[src/rtl/decode_queue.sv]
// Instruction word queue feeding the execution sequencer one decoded half-instruction at a time.
// Handles native and BESM-6 half formats, mid-word entry, and flush on control transfer.
module decode_queue #(
    parameter int unsigned DEPTH    = 4,
    parameter bit          BESM6_EN = 1'b1
) (
    input  logic                       clk,
    input  logic                       reset_n,
    input  logic                       flush,
    input  logic                       in_valid,
    output logic                       in_ready,
    input  logic [63:0]                in_word,
    input  logic                       in_pe,
    input  logic                       in_rh,
    output logic                       out_valid,
    input  logic                       out_ready,
    output logic                       out_tkk,
    output logic [3:0]                 out_ir,
    output logic [7:0]                 out_op,
    output logic                       out_extop,
    output logic                       out_ir15,
    output logic [19:0]                out_addr,
    output logic [$clog2(DEPTH+1)-1:0] level
);

    localparam int unsigned AW = (DEPTH > 1) ? $clog2(DEPTH) : 1;
    localparam int unsigned LW = $clog2(DEPTH + 1);

    logic [63:0]      mem_word [DEPTH];
    logic [DEPTH-1:0] mem_pe;
    logic [DEPTH-1:0] mem_rh;

    logic [AW-1:0] wr_ptr_q, wr_ptr_d;
    logic [AW-1:0] rd_ptr_q, rd_ptr_d;
    logic [LW-1:0] level_q, level_d;
    logic          hsel_q, hsel_d;

    logic push, fire, pop;

    logic [64:1] dc;
    logic        head_pe;
    logic        head_rh;
    logic [7:0]  bop;
    logic [7:0]  xop;

    // No bypass: fullness is judged on the registered level only.
    assign in_ready  = (level_q != LW'(DEPTH)) & ~flush;
    assign out_valid = (level_q != '0);
    assign level     = level_q;

    assign push = in_valid & in_ready;
    assign fire = out_valid & out_ready;
    assign pop  = fire & out_tkk;

    always_comb begin
        wr_ptr_d = wr_ptr_q;
        rd_ptr_d = rd_ptr_q;
        level_d  = level_q;
        hsel_d   = hsel_q;
        if (flush) begin
            wr_ptr_d = '0;
            rd_ptr_d = '0;
            level_d  = '0;
            hsel_d   = 1'b0;
        end else begin
            if (push) wr_ptr_d = wr_ptr_q + AW'(1);
            if (pop)  rd_ptr_d = rd_ptr_q + AW'(1);
            if (push && !pop) begin
                level_d = level_q + LW'(1);
            end else if (pop && !push) begin
                level_d = level_q - LW'(1);
            end
            // Left half fired: stay on this word for its right half.
            if (fire) hsel_d = ~out_tkk;
        end
    end

    always_ff @(posedge clk or negedge reset_n) begin
        if (!reset_n) begin
            wr_ptr_q <= '0;
            rd_ptr_q <= '0;
            level_q  <= '0;
            hsel_q   <= 1'b0;
        end else begin
            wr_ptr_q <= wr_ptr_d;
            rd_ptr_q <= rd_ptr_d;
            level_q  <= level_d;
            hsel_q   <= hsel_d;
        end
    end

    always_ff @(posedge clk) begin
        if (push) begin
            mem_word[wr_ptr_q] <= in_word;
            mem_pe[wr_ptr_q]   <= in_pe & BESM6_EN;
            mem_rh[wr_ptr_q]   <= in_rh;
        end
    end

    assign dc      = mem_word[rd_ptr_q];
    assign head_pe = mem_pe[rd_ptr_q];
    assign head_rh = mem_rh[rd_ptr_q];
    assign out_tkk = head_rh | hsel_q;

    always_comb begin
        out_ir    = '0;
        out_addr  = '0;
        out_op    = '0;
        out_extop = 1'b0;
        bop       = '0;
        xop       = '0;
        if (head_pe) begin
            if (!out_tkk) begin
                out_ir = {dc[64], dc[59:57]};
                if (dc[56]) begin
                    bop      = {dc[56:52], 3'b000};
                    out_addr = {5'b0, dc[51:37]};
                end else begin
                    bop      = {2'b00, dc[54:49]};
                    out_addr = {5'b0, {3{dc[55]}}, dc[48:37]};
                end
            end else begin
                out_ir = dc[36:33];
                if (dc[32]) begin
                    bop      = {dc[32:28], 3'b000};
                    out_addr = {5'b0, dc[27:13]};
                end else begin
                    bop      = {2'b00, dc[30:25]};
                    out_addr = {5'b0, {3{dc[31]}}, dc[24:13]};
                end
            end
            out_op = bop;
        end else begin
            if (!out_tkk) begin
                out_ir   = dc[64:61];
                bop      = dc[60:53];
                xop      = dc[52:45];
                out_addr = dc[52:33];
            end else begin
                out_ir   = dc[32:29];
                bop      = dc[28:21];
                xop      = dc[20:13];
                out_addr = dc[20:1];
            end
            out_extop = (bop == 8'h3F);
            out_op    = out_extop ? xop : bop;
        end
    end

    assign out_ir15 = (out_ir == 4'd15);

endmodule

[config.mk]
export PLATFORM = sky130hd
export DESIGN_NAME = decode_queue
export DESIGN_NICKNAME = d
export VERILOG_FILES = /design/src/rtl/decode_queue.sv
export SDC_FILE = /design/constraint.sdc
export NUM_CORES = 1
export LEC_CHECK = 0
export CAP_MARGIN = 0
export CORE_AREA = 2 2 146 148
export DETAILED_ROUTE_END_ITERATION = 10
export DIE_AREA = 0 0 148 150
export HOLD_SLACK_MARGIN = 0.02
export PLACE_DENSITY = 0.77
export SYNTH_ARGS = -nofsm -noshare
export SYNTH_HDL_FRONTEND = slang
export SYNTH_SLANG_ARGS = --single-unit
[constraint.sdc]
create_clock -name clk -period 4.38 [get_ports clk]
set_input_delay 0.876 -clock clk [delete_from_list [all_inputs] [get_ports clk]]
set_output_delay 0.876 -clock clk [all_outputs]
set_load 0.02 [all_outputs]
Yosys cells after proc, flatten, opt, wreduce, memory -nomap -nowiden
Memories as Yosys holds them, arrays and structs flattened.
Cells that the tools add are included.
Word-level totals
  bits in writable memories: 256
  register bits after elaboration: 16
  output and inout bits: 40
  memories kept: 1
Operators by class
  mux-type cells: 36
  reductions and logical operators: 10
  order comparisons: 3
  add/subtract/negate cells: 4
  bitwise logic cells: 7
  equal/unequal tests: 3
Memory list
  mem_word: words 4, width 64, read ports 1, clocked after memory_dff 0, write ports 1, RTL line 29  | logic [63:0] mem_word [DEPTH];
Operators by type and width (count)
  $mux W8: 8
  $mux W20: 3
  $mux W15: 2
  $mux W4: 3
  $mux W3: 3
  $bwmux W4: 2
  $eq A8 B6 Y1 const B: 1
  $mux W1: 8
  $mux W2: 4
  $lt A2 B3 Y1 const B: 2
  $reduce_bool A2 Y1: 3
  $reduce_bool A3 Y1: 2
  $add A2 B1 Y2 const B: 2
  $and A1 B1 Y1: 4
  $bmux W1 S2: 2
  $eq A4 B4 Y1 const B: 1
  $add A3 B1 Y3 const B: 1
  $logic_and A1 B1 Y1: 3
  $ne A3 B3 Y1 const B: 1
  $sub A3 B1 Y3 const B: 1
  $demux W1 S2: 1
  $ge A2 B1 Y1 const B: 1
  $logic_not A1 Y1: 2
  $not A1 Y1: 2
  $or A1 B1 Y1: 1

Longest topological paths before layout
Gate-level depths: netlist (run 1).
  depth in word-level cells: 8
  mapped depth: 10
  gate-level depth less buffers: 8

Worst setup path after synthesis (run 1)
OpenSTA, ideal clock, no wires.
  path type: input to register
  from: input in_valid
  to: register mem_pe[0] (enable)
  setup time: 431 ps
  setup slack: 968 ps
  stages: 3
  arrival: 2981 ps
  required time: 3949 ps
  cell sequence: inv_1 nor3_2 and2_1
On the way
  word-level cells in the longest chain between the ends: 1
RTL lines
  start: declaration: RTL line 10  | input logic in_valid,
  $and A1 B1 Y1: RTL line 51  | assign push = in_valid & in_ready;
  end signal: indexed assignment: RTL line 95  | mem_pe[wr_ptr_q] <= in_pe & BESM6_EN;
  end: declaration: RTL line 30  | logic [DEPTH-1:0] mem_pe;
Every way passes these cells.
A chain may end at the register's enable or synchronous reset.

Worst setup path in the final report (run 1)
  from: register rd_ptr_q[0]
  to: output out_ir15
On the way
  word-level cells in the longest chain between the ends: 6
RTL lines
  start: declaration: RTL line 34  | logic [AW-1:0] rd_ptr_q, rd_ptr_d;
  start signal: assignment: RTL line 86  | rd_ptr_q <= rd_ptr_d;
  $bmux W1 S2: RTL line 102  | assign head_rh = mem_rh[rd_ptr_q];
  $mux W1 (implied by the code): RTL line 102
  $or A1 B1 Y1: RTL line 103  | assign out_tkk = head_rh | hsel_q;
  $mux W4, on equally long branches: RTL line 134, 113
  $mux W4 (*): RTL line 112  | if (head_pe) begin
  $eq A4 B4 Y1 (*): RTL line 150  | assign out_ir15 = (out_ir == 4'd15);
  end: declaration: RTL line 21  | output logic out_ir15,
Every way passes the cells marked *; elsewhere a longest branch is shown, timed or not. The select of a mux whose other input is x is not followed.

==> results of run 1 <==
## worst paths after layout
kind                                         start  cells past startpoint                 endpoint  slack [ns]
min                                        reset_n                      1  rd_ptr_q[1]$_DFFE_PN0P_        0.62
max in group asynchronous                  reset_n                      1  rd_ptr_q[0]$_DFFE_PN0P_        3.45
min reg2reg                wr_ptr_q[1]$_DFFE_PN0P_                      2  wr_ptr_q[1]$_DFFE_PN0P_        0.63
max                        rd_ptr_q[0]$_DFFE_PN0P_                      7                 out_ir15        0.06
min in group clk           wr_ptr_q[1]$_DFFE_PN0P_                      2  wr_ptr_q[1]$_DFFE_PN0P_        0.63
max reg2reg                rd_ptr_q[0]$_DFFE_PN0P_                     10     level[2]$_DFFE_PN0P_        1.44
## per-layer routing
layer	track usage	wire, µm	vias up
met3	0.04024	2136	61
met5	0	0	-
met2	0.3664	12010	337
li1	-	-	2606
met1	0.3035	9239	3078
met4	0.05762	558	0
## report_power, final
group          internal (mW)  switching [mW]
Combinational           1.12            1.42
Sequential              3.04          0.0601
Clock                   1.42           0.922
## synthesized netlist by cell type (all sizes together), types with 3 or more instances
master | n | share of area
buf | 31 | 0.019
xor2 | 3 | 0.0030
mux2 | 3 | 0.0033
nor3 | 6 | 0.0031
inv | 9 | 0.0030
nand3 | 5 | 0.0027
or2 | 5 | 0.0028
o31ai | 3 | 0.0020
o211ai | 8 | 0.0054
nor2 | 23 | 0.0077
a21oi | 18 | 0.0080
edfxtp | 264 | 0.71
mux2i | 19 | 0.017
a221oi | 6 | 0.0062
and2 | 11 | 0.0061
nor2b | 9 | 0.0052
nand2 | 15 | 0.0050
ha | 4 | 0.0045
o21ai | 10 | 0.0048
a211oi | 12 | 0.0080
mux4 | 66 | 0.14
dfrtp | 8 | 0.018
## cells in the final DEF (no fill, tap or decap), types with 6 or more instances in the layout
master,instances
mux2i_1,19
o211ai_1,8
buf_4,12
clkbuf_16,27
nand2_1,15
a21oi_1,18
nor2b_1,8
nor2_1,23
mux4_2,55
dfrtp_1,6
edfxtp_1,264
a211oi_1,11
buf_12,8
mux4_1,11
clkdlybuf4s50_1,105
inv_1,9
clkbuf_1,8
and2_1,7
o21ai_0,8
## repair_timing
action | 4_1_cts | 5_1_grt
buffers inserted | 3 | 0
endpoints found under the hold margin | 0 | 0
resized for setup | 4 | 8
hold buffers | 0 | 0
pin swaps | 0 | 1
setup endpoints to repair | 7 | 9
## worst max-delay path: cells and delay by family (launching register included)
family          cells  cell delay [ns]
mux                 2             0.95
buf+inv             3             1.05
simple gates        1             0.26
compound gates      1             0.19
flops               1             0.45
## cells by family (layout without fill, tap and decap cells)
| kind of cell | after synthesis | in the layout | share of synthesized area |
|---|---|---|---|
| simple gates | 81 | 81 | 0.03693 |
| other cells | 0 | 1 | 0 |
| xor+xnor | 4 | 4 | 0.003794 |
| fa+ha+maj | 5 | 5 | 0.006247 |
| buf+inv | 41 | 192 | 0.02276 |
| mux | 88 | 88 | 0.1568 |
| flops | 272 | 272 | 0.7247 |
| compound gates | 75 | 75 | 0.04875 |
## per-stage QoR
step | setup WS [ns] | power [mW] | cells
3_3_place_gp | 0.4956 | 5.560 | 939
6_report | 0.06373 | 7.982 | 993
2_1_floorplan | 0.9682 | 4.655 | 566
5_1_grt | 0.004019 | 8.258 | 992
3_5_place_dp | 0.4286 | 5.619 | 939
4_1_cts | 0.02638 | 7.986 | 992
## flip-flops by register name, indices dropped and copies added (netlist names)
register and cells:
rd_ptr_q 2, mem_pe 4, mem_word 256, level 3, wr_ptr_q 2, mem_rh 4
hsel_q 1
## layout make-up
| type | count | area share |
|---|---|---|
| multi-input cells | 253 | 0.2087 |
| well taps | 275 | 0.02512 |
| diodes | 1 | 0.0001827 |
| repair buffers | 133 | 0.1032 |
| flip-flops and latches | 272 | 0.5937 |
| inverters | 9 | 0.002466 |
| clock inverters | 12 | 0.01206 |
| clock buffers | 38 | 0.05453 |
==> results.txt, run 1 <==
clock root cell: clkbuf_16
final slew viol count: 0
vias: 6082
Post-synth top flop: edfxtp_1
VDD IR max: 406.3 µV
CP max stage delay: 0.69 ns
worst hold slack: 0.6191 ns
Max stage delay cell, worst path: mux4_1
CTS H-tree lvls: 1
Synth Cell Area: 11220 µm²
max frequency: 231.7 MHz
Iteration-0 DRC Markers: 672
CTS tree: yes
fillers: 1352
P per Cell Area: 582.7 nW/µm²
Post-synth ARST share: 0.02941
Slew Limit Headroom: 0.5698
Worst-Margin Slew: 0.6399 ns
Static Leakage: 4.466 nW
routed vias/inst: 6.125
layout cell share with drive strength beyond 1: 0.1953
pin count of the biggest net entering global routing: 67
Data required, critical path: 3.50 ns
final instance area: 13700 µm²
Ports: 111
register bit total from synthesis: 272
Die Width: 148 µm
Routed Antenna Nets: 0
Synth Instances: 566
Cell Area, Placed: 12710 µm²
Initial Util: 0.5421
Layout area overhead: 22.13%
WL final: 23.94 mm
Crit. End Element: primary output
# DRC: 0
Core ar.: 20690 µm²
Rows: 53
GPL Wtd Cong: 0.8792
Clk pin slew, worst setup/hold paths: 0.06 ns
# setup viols final: 0
Clock Sinks: 272
crit-path cells: buf_4 -> buf_16 -> mux4_1 -> mux2i_1 -> o21ai_0 -> and4_1 -> clkdlybuf4s50_1
Register Area: 8133 µm²
fin util: 0.6621
Multi-input gate area: 2859 µm²
Buffers on Ports: 110
max cap viols: 0
EDFF count, synth: 264
skew final: 0.01310 ns
initial antenna violation count: 0
HPWL Detailed: 15.54 mm
Pre-Repair DR Iteration Count: 8
status: completed
die area: 22200 µm²
RSZ-0062 raised after global routing: false
global-route usage over all layers: 0.2195
Congestion Overflow GR: 0
Startpoint Class: flip-flop
synthesis warning total: 0
post-synth cell types: 56
CP Class: reg -> out
CTS Buf Count: 27
Tcrit/Tclk final: 0.9855
CTS Buffer Depth: 3
crit path time final: 4.316 ns
CP Max Fanout: 44
average cell area after synthesis: 19.82 µm²
Die H: 150 µm
first-pass GRT wire length: 36.53 mm
Setup TNS: 0 ns
crit path DAT: 3.44 ns
HP Class: in -> async
Layout Nets: 772
Mapped Nets: 642
WL per Instance: 24.11 µm
register area share after synthesis: 0.7247
final hold vios: 0
vias in the first global route: 6192
clk_lat worst skew: 0.54 ns
Power figures use the tool's default switching activity.
==> run 2: changes to the inputs <==
- CORE_AREA: 2 2 146 148 -> 2 2 153 155
- DIE_AREA: 0 0 148 150 -> 0 0 155 157
- PLACE_DENSITY: 0.77 -> 0.71
==> run 2 against run 1 <==
  * Wire length is 1.4% higher
  * Largest power group unchanged
  * Global-route usage is 1.7 points lower
  * Utilization is 4.8 points lower
  * Clock power is 12% higher
  * Power is 2.9% higher
  * Highest routed layer unchanged
==> results.txt, run 2 (synthesis gave the netlist of run 1 again) <==
Setup TNS: 0 ns (unchanged)
crit path time final: 4.316 ns (-0.0007447 ns)
Worst-Margin Slew: 0.6418 ns (+0.001975 ns)
top flop regs: mem_word x256, mem_pe x4, mem_rh x4
WL per Instance: 24.19 µm (+0.33%)
Static Leakage: 4.508 nW (+0.96%)
CTS Buffer Depth: 3 (unchanged)
Initial Util: 0.4984 (-0.04367)
CTS tree: yes
HP Class: reg -> reg
pin count of the biggest net entering global routing: 54 (-19%)
status: completed
Clock Sinks: 272 (unchanged)
reg2reg path depth: 9 (-1)
# setup viols final: 0 (unchanged)
final hold vios: 0 (unchanged)
Iteration-0 DRC Markers: 509 (-24%)
GRT busiest layer: met2
placed cells: 950 (+1.2%)
most frequent cells in the layout: 264 x edfxtp_1, 103 x clkdlybuf4s50_1, 56 x mux4_2
GR Layer Usage met1: 0.2826 (-0.02084)
Pre-Repair DR Iteration Count: 5 (-3)
VDD IR max: 373.3 µV (-8.1%)
HPWL Detailed: 16.00 mm (+2.9%)
worst setup margin: 0.06447 ns (+0.0007447 ns)
max frequency: 231.7 MHz (about the same)
Clk pin slew, worst setup/hold paths: 0.06 ns (about the same)
Slew Limit Headroom: 0.5685 (-0.001328)
Die H: 157 µm (+4.7%)
Routed Antenna Nets: 0 (unchanged)
CP Max Fanout: 16 (-64%)
Layout Nets: 773 (+0.13%)
skew final: 0.01301 ns (-0.00009900 ns)
Buffers on Ports: 110 (unchanged)
layout cell share with drive strength beyond 1: 0.2086 (+0.01337)
WL final: 24.29 mm (+1.4%)
Die Width: 155 µm (+4.7%)
crit path DAT: 3.44 ns (about the same)
flip-flop count of the largest register after layout: 256 (unchanged)
fillers: 1578 (+17%)
Crit. End Element: primary output
routed vias/inst: 5.925 (-3.3%)
RSZ-0062 raised after global routing: false
global-route usage over all layers: 0.2020 (-0.01745)
Critical Path End: out_ir15
reg-to-reg startpoint: rd_ptr_q[1]$_DFFE_PN0P_
flop-to-flop setup slack: 1.75 ns (+0.31 ns)
routing usage on met3: 0.03304 (-0.007204)
final slew viol count: 0 (unchanged)
dpl ws: 0.4056 ns (-0.02300 ns)
CTS H-tree lvls: 1 (unchanged)
Post-CTS Hold Buffers: 0 (unchanged)
Ant. Diodes: 0 (-1)
Ports: 111 (unchanged)
Rows: 55 (+3.8%)
CTS Buf Count: 28 (+3.7%)
crit path from: rd_ptr_q[0]$_DFFE_PN0P_
clk_lat worst skew: 0.53 ns (about the same)
Tot Pwr: 8.214 mW (+2.9%)
vias in the first global route: 5997 (-3.1%)
clock root cell: clkbuf_16
Cell Count, Final, Fillers Out: 1004 (+1.1%)
worst hold slack: 0.6118 ns (-0.007357 ns)
max cap viols: 0 (unchanged)
Data required, critical path: 3.50 ns (about the same)
die area: 24340 µm² (+9.6%)
Hold Startpoint: level[2]$_DFFE_PN0P_
commonest non-fill, non-tap cell in the layout: edfxtp_1
GPL Wtd Cong: 0.9407 (+7.0%)
largest register by flop count: mem_word
vias: 5949 (-2.2%)
Congestion Overflow GR: 0 (unchanged)
CP Class: reg -> out
Core ar.: 22500 µm² (+8.8%)
# DRC: 0 (unchanged)
P per Cell Area: 594.9 nW/µm² (+2.1%)
Startpoint Class: flip-flop
first-pass GRT wire length: 36.71 mm (+0.49%)
GRT met2 Usage: 0.3363 (-0.03014)
initial antenna violation count: 0 (unchanged)
Tcrit/Tclk final: 0.9853 (about the same)
Layout area overhead: 23.11%
Reg-to-Reg End: level[2]$_DFFE_PN0P_
run 2: changes by cell type in the layout (fill, tap and decap cells not counted), moves of 2 or more:
cell	previous run	this run
buf_12	8	5
clkdlybuf4s50_1	105	103
clkbuf_16	27	29
clkbuf_8	3	0
clkinv_1	2	0
clkinvlp_4	0	7
bufinv_16	4	7
clkinv_2	4	6
clkbuf_1	8	1
run 2: cell type report:
class / count / area [µm²] / area share
Clock buffer: 30 / 729.5 / 0.05283
Clock inverter: 22 / 317.8 / 0.02302
Inverter: 9 / 33.78 / 0.002447
Multi-Input combinational cell: 254 / 2877 / 0.2083
Sequential cell: 272 / 8133 / 0.5890
Tap cell: 285 / 356.6 / 0.02582
Timing Repair Buffer: 132 / 1361 / 0.09859
run 2: power breakdown:
part           switching [mW]  internal (mW)
Combinational            1.40           1.10
Clock                   0.989           1.63
Sequential             0.0585           3.04
Total                    2.45           5.76
run 2: timing repair:
item | in CTS | in global routing
gates resized for setup | 7 | 10
gates cloned | 1 | 0
endpoints found under the setup margin | 9 | 17
setup buffers | 0 | 1
run 2: how the worst min path moves through the flow:
stage               slack (ns)  cells after the start                    to
global placement          0.59                      2  level[2]$_DFFE_PN0P_
floorplan                 0.57                      2    hsel_q$_DFFE_PN0P_
global route              0.64                      1  level[0]$_DFFE_PN0P_
detailed placement        0.59                      2  level[2]$_DFFE_PN0P_
CTS                       0.61                      2  level[2]$_DFFE_PN0P_
finish                    0.61                      2  level[2]$_DFFE_PN0P_
run 2: layer usage:
metal | vias up | part of all wire
met5 | - | 0
met4 | 0 | 0.026
met3 | 52 | 0.071
met2 | 266 | 0.49
met1 | 3013 | 0.41
li1 | 2618 | -
run 2: stage by stage:
stage / cell area [µm²] / utilization
after floorplan: 11220 / -
after global placement: 12680 / 0.5634
after detailed placement: 12680 / 0.5634
after CTS: 13770 / 0.6121
after global routing: 13810 / 0.6136
final: 13810 / 0.6136
run 2: critical path: stages (launching register included):
cell             delay, ns
dfrtp_4               0.45
buf_6                 0.25
mux4_2                0.74
nor2b_1               0.27
a211oi_1              0.08
a21oi_1               0.28
and4_1                0.23
clkdlybuf4s50_1       0.60
